## config.mk

```make
export PLATFORM = sky130hd
export DESIGN_NAME = serial_operand_shifter
export DESIGN_NICKNAME = d
export VERILOG_FILES = /design/src/rtl/serial_operand_shifter.sv
export SDC_FILE = /design/constraint.sdc
export NUM_CORES = 1
export LEC_CHECK = 0
export CORE_AREA = 2 2 104 56
export CTS_BUF_LIST = sky130_fd_sc_hd__clkbuf_8
export DETAILED_ROUTE_END_ITERATION = 8
export DIE_AREA = 0 0 106 58
export GPL_TIMING_DRIVEN = 0
export PLACE_DENSITY = 0.75
export SETUP_SLACK_MARGIN = 0.3
export SYNTH_ARGS = -nofsm -noshare
export SYNTH_HDL_FRONTEND = slang
export SYNTH_SLANG_ARGS = --single-unit
```

## constraint.sdc

```tcl
create_clock -name clk -period 1.3 [get_ports clk]
set_input_delay 0.13 -clock clk [delete_from_list [all_inputs] [get_ports clk]]
set_output_delay 0.13 -clock clk [all_outputs]
set_load 0.02 [all_outputs]
```

## src/rtl/serial_operand_shifter.sv

```systemverilog
// Bit-serial operand/accumulator datapath feeding a serial ALU, with a small register file.
// Optional ACC_ZERO_FLAG_EN adds a zero_flag output reflecting the last completed result.
module serial_operand_shifter #(
  parameter int unsigned WIDTH = 8,
  parameter int unsigned NREGS = 4
) (
  input  logic                       clk,
  input  logic                       rst_n,
  input  logic                       alu_start,
  input  logic                       reg_shift_en,
  input  logic                       acc_write_en,
  input  logic                       acc_load_en,
  input  logic                       reg_store_en,
  input  logic [$clog2(NREGS)-1:0]   reg_sel,
  input  logic                       imm_sel,
  input  logic [WIDTH-1:0]           imm,
  input  logic                       alu_result_bit,
  output logic                       acc_bit,
  output logic                       opnd_bit,
  output logic [$clog2(WIDTH)-1:0]   bit_idx,
  output logic                       bit_done,
  output logic                       busy,
`ifdef ACC_ZERO_FLAG_EN
  output logic                       zero_flag,
`endif
  output logic [WIDTH-1:0]           acc_value
);

  localparam int unsigned IDX_W = $clog2(WIDTH);
  localparam int unsigned RSW   = $clog2(NREGS);
  localparam logic [IDX_W-1:0] LAST_IDX = IDX_W'(WIDTH - 1);

  typedef enum logic {
    IDLE  = 1'b0,
    SHIFT = 1'b1
  } state_e;

  state_e             state_q, state_d;
  logic [WIDTH-1:0]   opnd_q, opnd_d;
  logic [WIDTH-1:0]   acc_q, acc_d;
  logic [IDX_W-1:0]   bit_idx_q, bit_idx_d;
  logic [WIDTH-1:0]   reg_file_q [NREGS];
  logic               reg_we_c;
  logic [WIDTH-1:0]   src_c;
  logic               last_c;

`ifdef ACC_ZERO_FLAG_EN
  logic sticky_q, sticky_d;
  logic zero_flag_q, zero_flag_d;
`endif

  assign src_c  = imm_sel ? imm : reg_file_q[reg_sel];
  assign last_c = (state_q == SHIFT) & reg_shift_en & (bit_idx_q == LAST_IDX);

  // State register and datapath registers
  always_ff @(posedge clk or negedge rst_n) begin
    if (!rst_n) begin
      state_q   <= IDLE;
      opnd_q    <= '0;
      acc_q     <= '0;
      bit_idx_q <= '0;
    end else begin
      state_q   <= state_d;
      opnd_q    <= opnd_d;
      acc_q     <= acc_d;
      bit_idx_q <= bit_idx_d;
    end
  end

  // Register file; only written from IDLE by the store strobe
  always_ff @(posedge clk or negedge rst_n) begin
    if (!rst_n) begin
      for (int i = 0; i < int'(NREGS); i++) begin
        reg_file_q[i] <= '0;
      end
    end else if (reg_we_c) begin
      reg_file_q[reg_sel] <= acc_q;
    end
  end

`ifdef ACC_ZERO_FLAG_EN
  always_ff @(posedge clk or negedge rst_n) begin
    if (!rst_n) begin
      sticky_q    <= 1'b0;
      zero_flag_q <= 1'b1;
    end else begin
      sticky_q    <= sticky_d;
      zero_flag_q <= zero_flag_d;
    end
  end
`endif

  // Next-state logic: start/abort dominates, then shifting, then IDLE load/store
  always_comb begin
    state_d   = state_q;
    opnd_d    = opnd_q;
    acc_d     = acc_q;
    bit_idx_d = bit_idx_q;
    reg_we_c  = 1'b0;
`ifdef ACC_ZERO_FLAG_EN
    sticky_d    = sticky_q;
    zero_flag_d = zero_flag_q;
`endif
    if (alu_start) begin
      opnd_d    = src_c;
      bit_idx_d = '0;
      state_d   = SHIFT;
`ifdef ACC_ZERO_FLAG_EN
      sticky_d  = 1'b0;
`endif
    end else begin
      case (state_q)
        SHIFT: begin
          if (reg_shift_en) begin
            opnd_d = {1'b0, opnd_q[WIDTH-1:1]};
            if (acc_write_en) begin
              acc_d = {alu_result_bit, acc_q[WIDTH-1:1]};
`ifdef ACC_ZERO_FLAG_EN
              sticky_d = sticky_q | alu_result_bit;
`endif
            end
            if (last_c) begin
              state_d   = IDLE;
              bit_idx_d = '0;
`ifdef ACC_ZERO_FLAG_EN
              zero_flag_d = ~(sticky_q | alu_result_bit);
`endif
            end else begin
              bit_idx_d = bit_idx_q + IDX_W'(1);
            end
          end
        end
        default: begin
          if (acc_load_en) begin
            acc_d = src_c;
          end else if (reg_store_en) begin
            reg_we_c = 1'b1;
          end
        end
      endcase
    end
  end

  assign acc_bit   = acc_q[0];
  assign opnd_bit  = opnd_q[0];
  assign bit_idx   = bit_idx_q;
  assign busy      = (state_q == SHIFT);
  assign acc_value = acc_q;
  // Combinational on purpose: the controller's next-state logic consumes it in the same cycle
  assign bit_done  = last_c;
`ifdef ACC_ZERO_FLAG_EN
  assign zero_flag = zero_flag_q;
`endif

endmodule

```

======== Word level (Yosys, flattened, before mapping) ========
Cells that the tools add are included.
operators by class
  $add $sub $neg .......................... 1
  multiply operators ...................... 0
  divide/modulo/power cells ............... 0
  magnitude comparators ................... 2
  equal/unequal tests ..................... 3
  shift-type cells ........................ 0
  mux-type cells .......................... 26
  bitwise logic cells ..................... 4
  reductions and logical operators ........ 6
operator list
  operator               count
  $mux W8                11
  $bwmux W32             1
  $bmux W8 S2            1
  $demux W8 S2           1
  $mux W3                4
  $mux W1                8
  $reduce_bool A2 Y1     3
  $ne A2 B2 Y1 const B   2
  $reduce_and A4 Y1      1
  $add A3 B1 Y3 const B  1
  $eq A3 B3 Y1 const B   1
  $ge A3 B3 Y1 const B   1
  $lt A3 B1 Y1 const B   1
  $not A2 Y3             1
  $and A1 B1 Y1          2
  $reduce_and A2 Y1      1
  $logic_and A1 B1 Y1    1
  $not A1 Y1             1
storage, ports and cells
  flip-flop bits (word level) ............. 52
  bits in latches ......................... 0
  memory bits (writable) .................. 0
  ROM bits ................................ 0
  bits of input ports ..................... 19
  memories ................................ 0

======== Logic depth before layout (Yosys ltp) ========
Gate-level depths: netlist of the first run.
  depth in word-level cells ............... 7
  depth in mapped cells ................... 6
  depth with buffers taken out ............ 5

======== Least setup slack after synthesis of the first run ========
Ideal clock, no wire load.
  path type ............................... register -> register
  start point ............................. reg state_q (netlist: busy)
  end point ............................... reg opnd_q[2]
  setup time .............................. 137 ps
  data arrival time ....................... 1328 ps
  data required time ...................... 1163 ps
  slack ................................... -165 ps
  stages on the path, launching flop included .. 6
  path through ............................ dfrtp_1 -> clkbuf_2 -> nand2_1 -> buf_2 -> a211oi_1 -> a21oi_1
on the way
  word-level cells in the longest chain between the ends .. 2
RTL lines
  item                          RTL line  text
  start: declaration            38        state_e state_q, state_d;
  start signal: assignment      63        state_q <= state_d;
  $reduce_bool A2 Y1 (no line)  --
  $reduce_and A2 Y1 (no line)   --
  end signal: assignment        64        opnd_q <= opnd_d;
  end: declaration              39        logic [WIDTH-1:0] opnd_q, opnd_d;
No other way between the ends.
A chain may end at the register's enable or synchronous reset.

======== Worst setup path in the final report of the first run ========
  start point ............................. reg state_q (netlist: busy)
  end point ............................... reg reg_file_q[19] (netlist name)
on the way
  word-level cells in the longest chain between the ends .. 2
RTL lines
  item                            RTL line  text
  $mux W1                         112       case (state_q)
  $mux W1                         104       if (alu_start) begin
  end signal: indexed assignment  77        reg_file_q[reg_sel] <= acc_q;
  end: declaration                42        logic [WIDTH-1:0] reg_file_q [NREGS];
No other way between the ends.

==> impl_metrics.json, run 1 <==
{
  "max_freq_mhz": 676,
  "yosys.area.top_type": "dfrtp_1",
  "synth_xor_area_share_pct": 0,
  "crit_path_start": "busy",
  "clockRootBuffer": "clkbuf_8",
  "antenna_found_initial": 0,
  "synth_compound_area_share_pct": 14.3,
  "clockBufferDepth": 2,
  "arrival_ps": 1670,
  "finalSetupViolations": 51,
  "max_slew.worst_pin.slew_ps": 363,
  "setup_slack_ps": -179,
  "syn_to_final_growth_pct": 42.6,
  "via_per_inst": 5.72,
  "dp_hpwl_um": 4220,
  "synth-seq-area-share_pct": 51.2,
  "dr.pass1.iters": 4,
  "diodes": 0,
  "htree_levels": 2,
  "io_buffers": 32,
  "p_total_mw": 4.39,
  "netlist_instances": 208,
  "yosysWarningCount": 0,
  "gp_congestion": 0.794,
  "grt_usage_pct": 23.0,
  "fin_util_pct": 68.9,
  "path_max_fanout": 8,
  "fp.dieW_um": 106,
  "routed_wirelength_um": 6870,
  "first_global_vias": 2010,
  "report.final.slew_viol_count": 0,
  "wl_per_cell_um": 19.6,
  "antenna_left": 0,
  "hp-class": "primary input to asynchronous set/reset pin",
  "synth-seq-cells": 52,
  "gr-total-overflow": 0,
  "clk_pin_slew_ps": 90,
  "clock_sinks": 52,
  "drc": 0,
  "status": "finished, violations left",
  "syn_nets": 229,
  "seqCellArea_um2": 1320,
  "rsz0062_at_grt": "yes",
  "coreArea_um2": 5250,
  "relSlewSlack_pct": 75.7,
  "die_y_um": 58,
  "synth_area_leaders": "dfrtp_1, mux2_2, mux2i_1",
  "r2r_slack_ps": -180,
  "reg2reg_from": "busy",
  "crit_path_end_kind": "flip-flop",
  "finalCriticalPeriod_ps": 1480,
  "fin_hold_ws_ps": 238,
  "violations": "setup timing",
  "drive_above_1_share_pct": 51.4,
  "max_cap_violations": 0,
  "synth-main-ff-cell": "dfrtp_1",
  "die_area_um2": 6150,
  "start_util_pct": 48.3,
  "synth_top_family_by_area": "multiplexers",
  "synth_adder_area_share_pct": 0.985,
  "ir_drop_v": 0.000601,
  "yosys.area_share.simple_pct": 9.16,
  "fp-row-count": 19,
  "fin_setup_tns_ps": -5370,
  "power_per_cell_area_nw_per_um2": 1210,
  "hold_violations": 0,
  "reg2reg_depth": 4,
  "avgSynthCellArea_um2": 12.2,
  "cts_tree": "built",
  "fill_cells": 379,
  "multiInputGateArea_um2": 1350,
  "grt_first_pass_wirelength_um": 10700,
  "r2r-end": "reg_file_q[19]",
  "synth_edf_count": 0,
  "skew_ps": 5.41,
  "worstSetupPathType": "flip-flop to flip-flop",
  "clock_latency_ps": 310,
  "drt_iter0_drc": 127,
  "synth_area_um2": 2540,
  "grt_max_degree": 41,
  "io_pins": 34,
  "yosysTopAreaCellShare_pct": 51.2,
  "vias": 2006,
  "async_reset_ff_share_pct": 100,
  "critPathLaunchType": "flip-flop",
  "cts_buffers": 5,
  "synth_cell_types": 34,
  "period_share_pct": 114,
  "muxShareOfSynthArea_pct": 20.9,
  "layout.nets": 298,
  "critPathRequiredTime_ps": 1490,
  "p_leak_nw": 1.71
}
-- worst max-delay path, cell delays in order, from the launching register on --
cell     delay, ps
dfrtp_2        480
nor4b_4        270
buf_4          170
nand2_4        110
mux2_2         320
-- layout make-up --
class,count,share of cell area [%]
Buffer,13,3.59
Clock inverter,3,1.07
Inverter,1,0.104
Timing Repair Buffer,62,17.3
Clock buffer,5,1.90
Multi-Input combinational cell,142,37.2
Tap cell,73,2.52
Sequential cell,52,36.3
-- per-layer routing --
metal	vias to the layer above	wire [um]	GRT usage [%]
li1	918	-	-
met1	1028	3400	35.8
met2	57	3110	33.8
met3	3	343	3.82
met4	0	24	5.45
met5	-	0	0
-- what timing repair did --
item / 4_1_cts / 5_1_grt
hold endpoints to repair: 12 / 0
resized for setup: 120 / 16
endpoints found under the setup margin: 67 / 66
hold buffers: 1 / 0
setup buffers: 19 / 8
cloned: 1 / 0
pin swaps: 15 / 4
-- worst max path at each step --
stage	to	cells after the start	slack (ps)
2_1_floorplan	reg_file_q[0]	3	-50
3_3_place_gp	bit_idx[1]	1	-1650
3_5_place_dp	acc_value[0]	5	-770
4_1_cts	reg_file_q[24]	3	-160
5_1_grt	reg_file_q[27]	4	-210
6_report	reg_file_q[19]	4	-180
-- Yosys cell counts, types with 5 or more instances --
cell type and n:
dfrtp_1 52, mux2_2 32, mux2i_1 17, a21oi_1 16, a22oi_1 11, and3_1 8
nand2_1 7, a211oi_1 6, o31ai_1 6, nor2_1 5, nor2b_1 5
-- cell usage in the layout, fill, tap and decap left out, types with 3 or more instances in the layout --
cell and n:
a211oi_2 6, a21oi_1 14, a22oi_1 7, a22oi_2 4, and3_1 4, and3_4 4, buf_12 3, buf_2 3
buf_4 21, buf_6 24, clkbuf_8 6, clkdlybuf4s50_1 14, dfrtp_1 41, dfrtp_2 11, dlygate4sd2_1 3, mux2_2 32
mux2i_1 17, nand2_1 6, nand2_4 4, nor2_1 4, nor2b_1 5, o21ai_1 5, o31ai_1 5
-- through the flow --
step                setup WS (ps)  cell area (um^2)  instances
floorplan                   -47.0              2640        208
global route                 -213              3620        351
CTS                          -162              3510        343
finish                       -179              3620        351
detailed placement           -773              3060        314
global placement            -1650              3050        313
-- cell families (layout without fill, tap and decap cells) --
kind of cell,count (synthesis),count (layout)
multiplexers,49,49
flip-flops,52,52
adder cells (fa/ha/maj),2,2
buffers and inverters,14,84
AO/OA/AOI/OAI,54,54
AND/OR/NAND/NOR,37,37
-- flip-flops by register name, indices dropped and copies added, names as in the netlist --
register and count:
acc_value 8, bit_idx 3, busy 1, opnd_q 8, reg_file_q 32
-- power breakdown --
part / internal [mW] / switching [mW] / total [mW]
logic: 0.716 / 0.640 / 1.36
clock network: 0.564 / 0.533 / 1.10
registers: 1.77 / 0.172 / 1.94
total: 3.05 / 1.34 / 4.39
Power figures use the tool's default switching activity.
==> run 2, diff against run 1 <==
Settings changed: SLEW_MARGIN set to 20.
==> impl_metrics.json, run 2 (synthesis gave the netlist of run 1 again) <==
{
  "status": "finished, violations left",
  "violations": "setup timing",
  "crit_path_end_kind": "primary output",
  "critPathLaunchType": "flip-flop",
  "dp_hpwl_um": 4200,
  "skew_ps": 7.96,
  "via_per_inst": 5.76,
  "power_per_cell_area_nw_per_um2": 1150,
  "layout.cells.non_filler": 348,
  "cts_tree": "built",
  "io_buffers": 32,
  "mostFrequentLayoutCells": "dfrtp_1, mux2_2, buf_6",
  "critPathRequiredTime_ps": 1170,
  "p_leak_nw": 1.64,
  "clockRootBuffer": "clkbuf_8",
  "cpPeakStageDelay_ps": 440,
  "gr-total-overflow": 0,
  "setup_slack_ps": -166,
  "period_share_pct": 113,
  "worst-path-buf-inv": 1,
  "grt_max_degree": 53,
  "layout_commonest_cell": "dfrtp_1",
  "drive_above_1_share_pct": 54.2,
  "place_inst": 313,
  "antenna_found_initial": 0,
  "syn_to_final_growth_pct": 43.9,
  "fill_cells": 383,
  "crit_family": "flip-flops",
  "max_cap_violations": 0,
  "path_cells": "ha_4 > ha_4 > and3_4 > buf_6",
  "coreArea_um2": 5250,
  "htree_levels": 2,
  "dr.pass1.iters": 4,
  "arrival_ps": 1340,
  "ir_drop_v": 0.000643,
  "fp.dieW_um": 106,
  "fin_hold_ws_ps": 315,
  "clockBufferDepth": 2,
  "hp-class": "primary input to asynchronous set/reset pin",
  "max_slew.worst_pin.slew_ps": 473,
  "hold_violations": 0,
  "drt_iter0_drc": 94,
  "fin_util_pct": 69.6,
  "reg2reg_from": "busy",
  "regMostFlops": "reg_file_q",
  "worstSetupPathType": "flip-flop to primary output",
  "clock_sinks": 52,
  "crit_top_cell": "ha_4",
  "crit_slowest_cell": "dfrtp_2",
  "rsz0062_at_grt": "yes",
  "grt_first_pass_wirelength_um": 10800,
  "fin_setup_tns_ps": -4660,
  "antenna_left": 0,
  "crit_path_start": "bit_idx[1]",
  "relSlewSlack_pct": 68.5,
  "start_util_pct": 48.3,
  "finalCriticalPeriod_ps": 1470,
  "finalSetupViolations": 50,
  "vias": 2006,
  "grt_usage_pct": 23.6,
  "wl_per_cell_um": 19.5,
  "die_y_um": 58,
  "io_pins": 34,
  "routed_wirelength_um": 6780,
  "path_max_fanout": 2,
  "first_global_vias": 2002,
  "clock_latency_ps": 310,
  "max_freq_mhz": 682,
  "drc": 0,
  "layout.nets": 295,
  "largest_reg_flops": 32,
  "diodes": 0,
  "gp_congestion": 0.794,
  "cts_buffers": 5,
  "die_area_um2": 6150,
  "clk_pin_slew_ps": 90,
  "report.final.slew_viol_count": 0,
  "fp-row-count": 19
}
[run 2: cell count changes in the layout (fill, tap and decap cells not counted), sizes merged]
cell,before,now
clkbuf,9,10
inv,2,1
bufinv,1,0
clkinv,1,2
dlygate4sd2,3,2
buf,53,51
[run 2: final timing paths]
check | to | slack [ps] | cells past startpoint
max | bit_done | -170 | 4
min | reg_file_q[9] | 310 | 2
max reg2reg | reg_file_q[24] | -150 | 4
min reg2reg | reg_file_q[28] | 510 | 1
max in group asynchronous | bit_idx[1] | 610 | 2
min in group clk | opnd_q[0] | 420 | 5
[run 2: metal layers]
metal	track usage [%]	up-vias	share of wire, %
met3	4.95	10	5.9
met5	0	-	0
li1	-	919	-
met4	5.64	0	1.2
met1	36.1	1017	49
met2	34.6	60	44
[run 2: area by class of cell]
cell class | instances | area, um^2 | share of cell area, %
plain buffers | 13 | 136 | 3.73
clock buffers | 6 | 82.6 | 2.26
clock inverters | 2 | 10.0 | 0.274
inverters | 1 | 3.75 | 0.103
multi-input cells | 142 | 1430 | 39.2
flip-flops and latches | 52 | 1320 | 36.0
well taps | 73 | 91.3 | 2.50
repair buffers | 59 | 583 | 15.9
[run 2: stage by stage]
stage               area [um^2]  setup slack, ps  power (mW)
detailed placement         3050             -766        2.86
floorplan                  2640            -47.0        2.40
global placement           3050            -1650        2.84
CTS                        3510             -170        4.15
finish                     3660             -166        4.22
global route               3660             -192        4.39
[run 2: what timing repair did]
| action | in CTS | in global routing |
|---|---|---|
| buffers inserted | 21 | 4 |
| pin swaps | 9 | 12 |
| endpoints found under the setup margin | 67 | 72 |
| hold endpoints to repair | 52 | 0 |
| gates resized for setup | 132 | 25 |
| gates cloned | 1 | 0 |
| hold buffers | 1 | 0 |
[run 2: power by group]
part / internal, mW / switching [mW] / total, mW
clock network: 0.426 / 0.542 / 0.969
registers: 1.77 / 0.159 / 1.93
logic: 0.678 / 0.646 / 1.32
total: 2.87 / 1.35 / 4.22
[run 2: worst register-to-register path: cells and delay by family (launching register included)]
| kind | cells | cell delay [ps] |
|---|---|---|
| flip-flops | 1 | 480 |
| AND/OR/NAND/NOR | 2 | 350 |
| multiplexers | 1 | 310 |
| buffers and inverters | 1 | 190 |
==> run 3, diff against run 2 <==
Settings changed: REMOVE_ABC_BUFFERS set to 1.
Clock period 1.3 ns to 1.2 ns, I/O delays scaled along.
==> impl_metrics.json, run 3 (synthesis gave the netlist of run 1 again) <==
{
  "status": "finished, violations left",
  "violations": "hold timing, setup timing",
  "crit_end": "reg_file_q[19]",
  "gr-total-overflow": 0,
  "io_pins": 34,
  "cts_tree": "built",
  "seqCellArea_um2": 1310,
  "fill_cells": 365,
  "fin_setup_tns_ps": -12530,
  "antenna_left": 0,
  "reg2reg_from": "busy",
  "grt_first_pass_wirelength_um": 10800,
  "die_area_um2": 6150,
  "mostFrequentLayoutCells": "dfrtp_1, mux2_2, buf_6",
  "routed_wirelength_um": 6880,
  "crit_path_start": "busy",
  "multiInputGateArea_um2": 1410,
  "worstSetupPathType": "flip-flop to flip-flop",
  "clock_latency_ps": 300,
  "p_leak_nw": 1.63,
  "setup_slack_ps": -330,
  "period_share_pct": 128,
  "clock_sinks": 52,
  "hold_violations": 52,
  "crit_path_end_kind": "flip-flop",
  "die_y_um": 58,
  "clk_pin_slew_ps": 80,
  "cpPeakStageDelay_ps": 450,
  "path_max_fanout": 8,
  "fp.dieW_um": 106,
  "hp-class": "primary input to asynchronous set/reset pin",
  "relSlewSlack_pct": 46.3,
  "regMostFlops": "reg_file_q",
  "grt_max_degree": 53,
  "finalSetupViolations": 53,
  "vias": 2000,
  "pre_cts_ws_ps": -1260,
  "grt_usage_pct": 23.6,
  "rsz0062_at_grt": "yes",
  "dr.pass1.iters": 4,
  "max_slew.worst_pin.slew_ps": 805,
  "syn_to_final_growth_pct": 39.9,
  "first_global_vias": 2032,
  "fp-row-count": 19,
  "p_total_mw": 4.41,
  "critPathLaunchType": "flip-flop",
  "wl_per_cell_um": 20.2,
  "r2r_slack_ps": -330,
  "report.final.slew_viol_count": 0,
  "start_util_pct": 48.3,
  "fin_hold_ws_ps": -160,
  "diodes": 0,
  "critPathRequiredTime_ps": 1380,
  "max_cap_violations": 0,
  "via_per_inst": 5.87,
  "fin_util_pct": 67.6,
  "dp_hpwl_um": 3910,
  "reg2reg_depth": 5,
  "clockRootBuffer": "clkbuf_8",
  "arrival_ps": 1710,
  "power_per_cell_area_nw_per_um2": 1240,
  "layout_commonest_cell": "dfrtp_1",
  "io_buffers": 33,
  "max_freq_mhz": 654,
  "antenna_found_initial": 0,
  "drive_above_1_share_pct": 52.6,
  "ir_drop_v": 0.000730,
  "gp_congestion": 0.771,
  "layout.nets": 291,
  "largest_reg_flops": 32,
  "r2r-end": "reg_file_q[19]",
  "cts_buffers": 5,
  "drt_iter0_drc": 109,
  "crit_slowest_cell": "dfrtp_2",
  "htree_levels": 2,
  "finalCriticalPeriod_ps": 1530,
  "path_cells": "buf_12 > nor4b_4 > buf_6 > nand2_8 > mux2_4",
  "coreArea_um2": 5250,
  "drc": 0,
  "clockBufferDepth": 2,
  "skew_ps": 8.26
}
==> run 3: per-stage QoR <==
| stage | instance area (um^2) | hold slack [ps] | cells |
|---|---|---|---|
| global placement | 2880 | 486 | 301 |
| floorplan | 2460 | -176 | 195 |
| finish | 3550 | -160 | 341 |
| global route | 3550 | -98.4 | 341 |
| CTS | 3470 | -132 | 337 |
| detailed placement | 2880 | 191 | 301 |
==> run 3: worst max-delay path, delay by kind of cell (launching register included) <==
family	cells	cell delay, ps
mux	1	320
flops	1	450
buf+inv	2	320
simple gates	2	320
==> run 3: area by class of cell <==
cell class / count / share of cell area (%)
Sequential cell: 52 / 36.9
Multi-Input combinational cell: 143 / 39.7
Tap cell: 73 / 2.57
Timing Repair Buffer: 67 / 18.7
Inverter: 1 / 0.106
Clock buffer: 5 / 1.94
==> run 3: how the worst min path moves through the flow <==
stage / from / endpoint
detailed placement: rst_n / reg_file_q[8]
finish: rst_n / reg_file_q[8]
global placement: reg_file_q[11] / reg_file_q[11]
floorplan: rst_n / acc_value[0]
CTS: rst_n / reg_file_q[8]
global route: rst_n / reg_file_q[31]
==> run 3: repair_timing <==
item	CTS	global route
setup endpoints to repair	67	67
endpoints found under the hold margin	52	52
setup buffers	30	4
pin swaps	20	8
resized for setup	167	10
cloned	1	0
==> run 3: power by group <==
part	switching [mW]	internal, mW	total (mW)
Sequential	0.172	1.91	2.09
Combinational	0.703	0.722	1.42
Clock	0.518	0.377	0.895
==> run 3: layer usage <==
metal	global-route usage, %	part of all wire, %	up-vias
li1	-	-	907
met1	34.8	46	1003
met2	36.6	45	77
met3	4.39	7.3	13
met4	5.64	1.6	0
met5	0	0	-
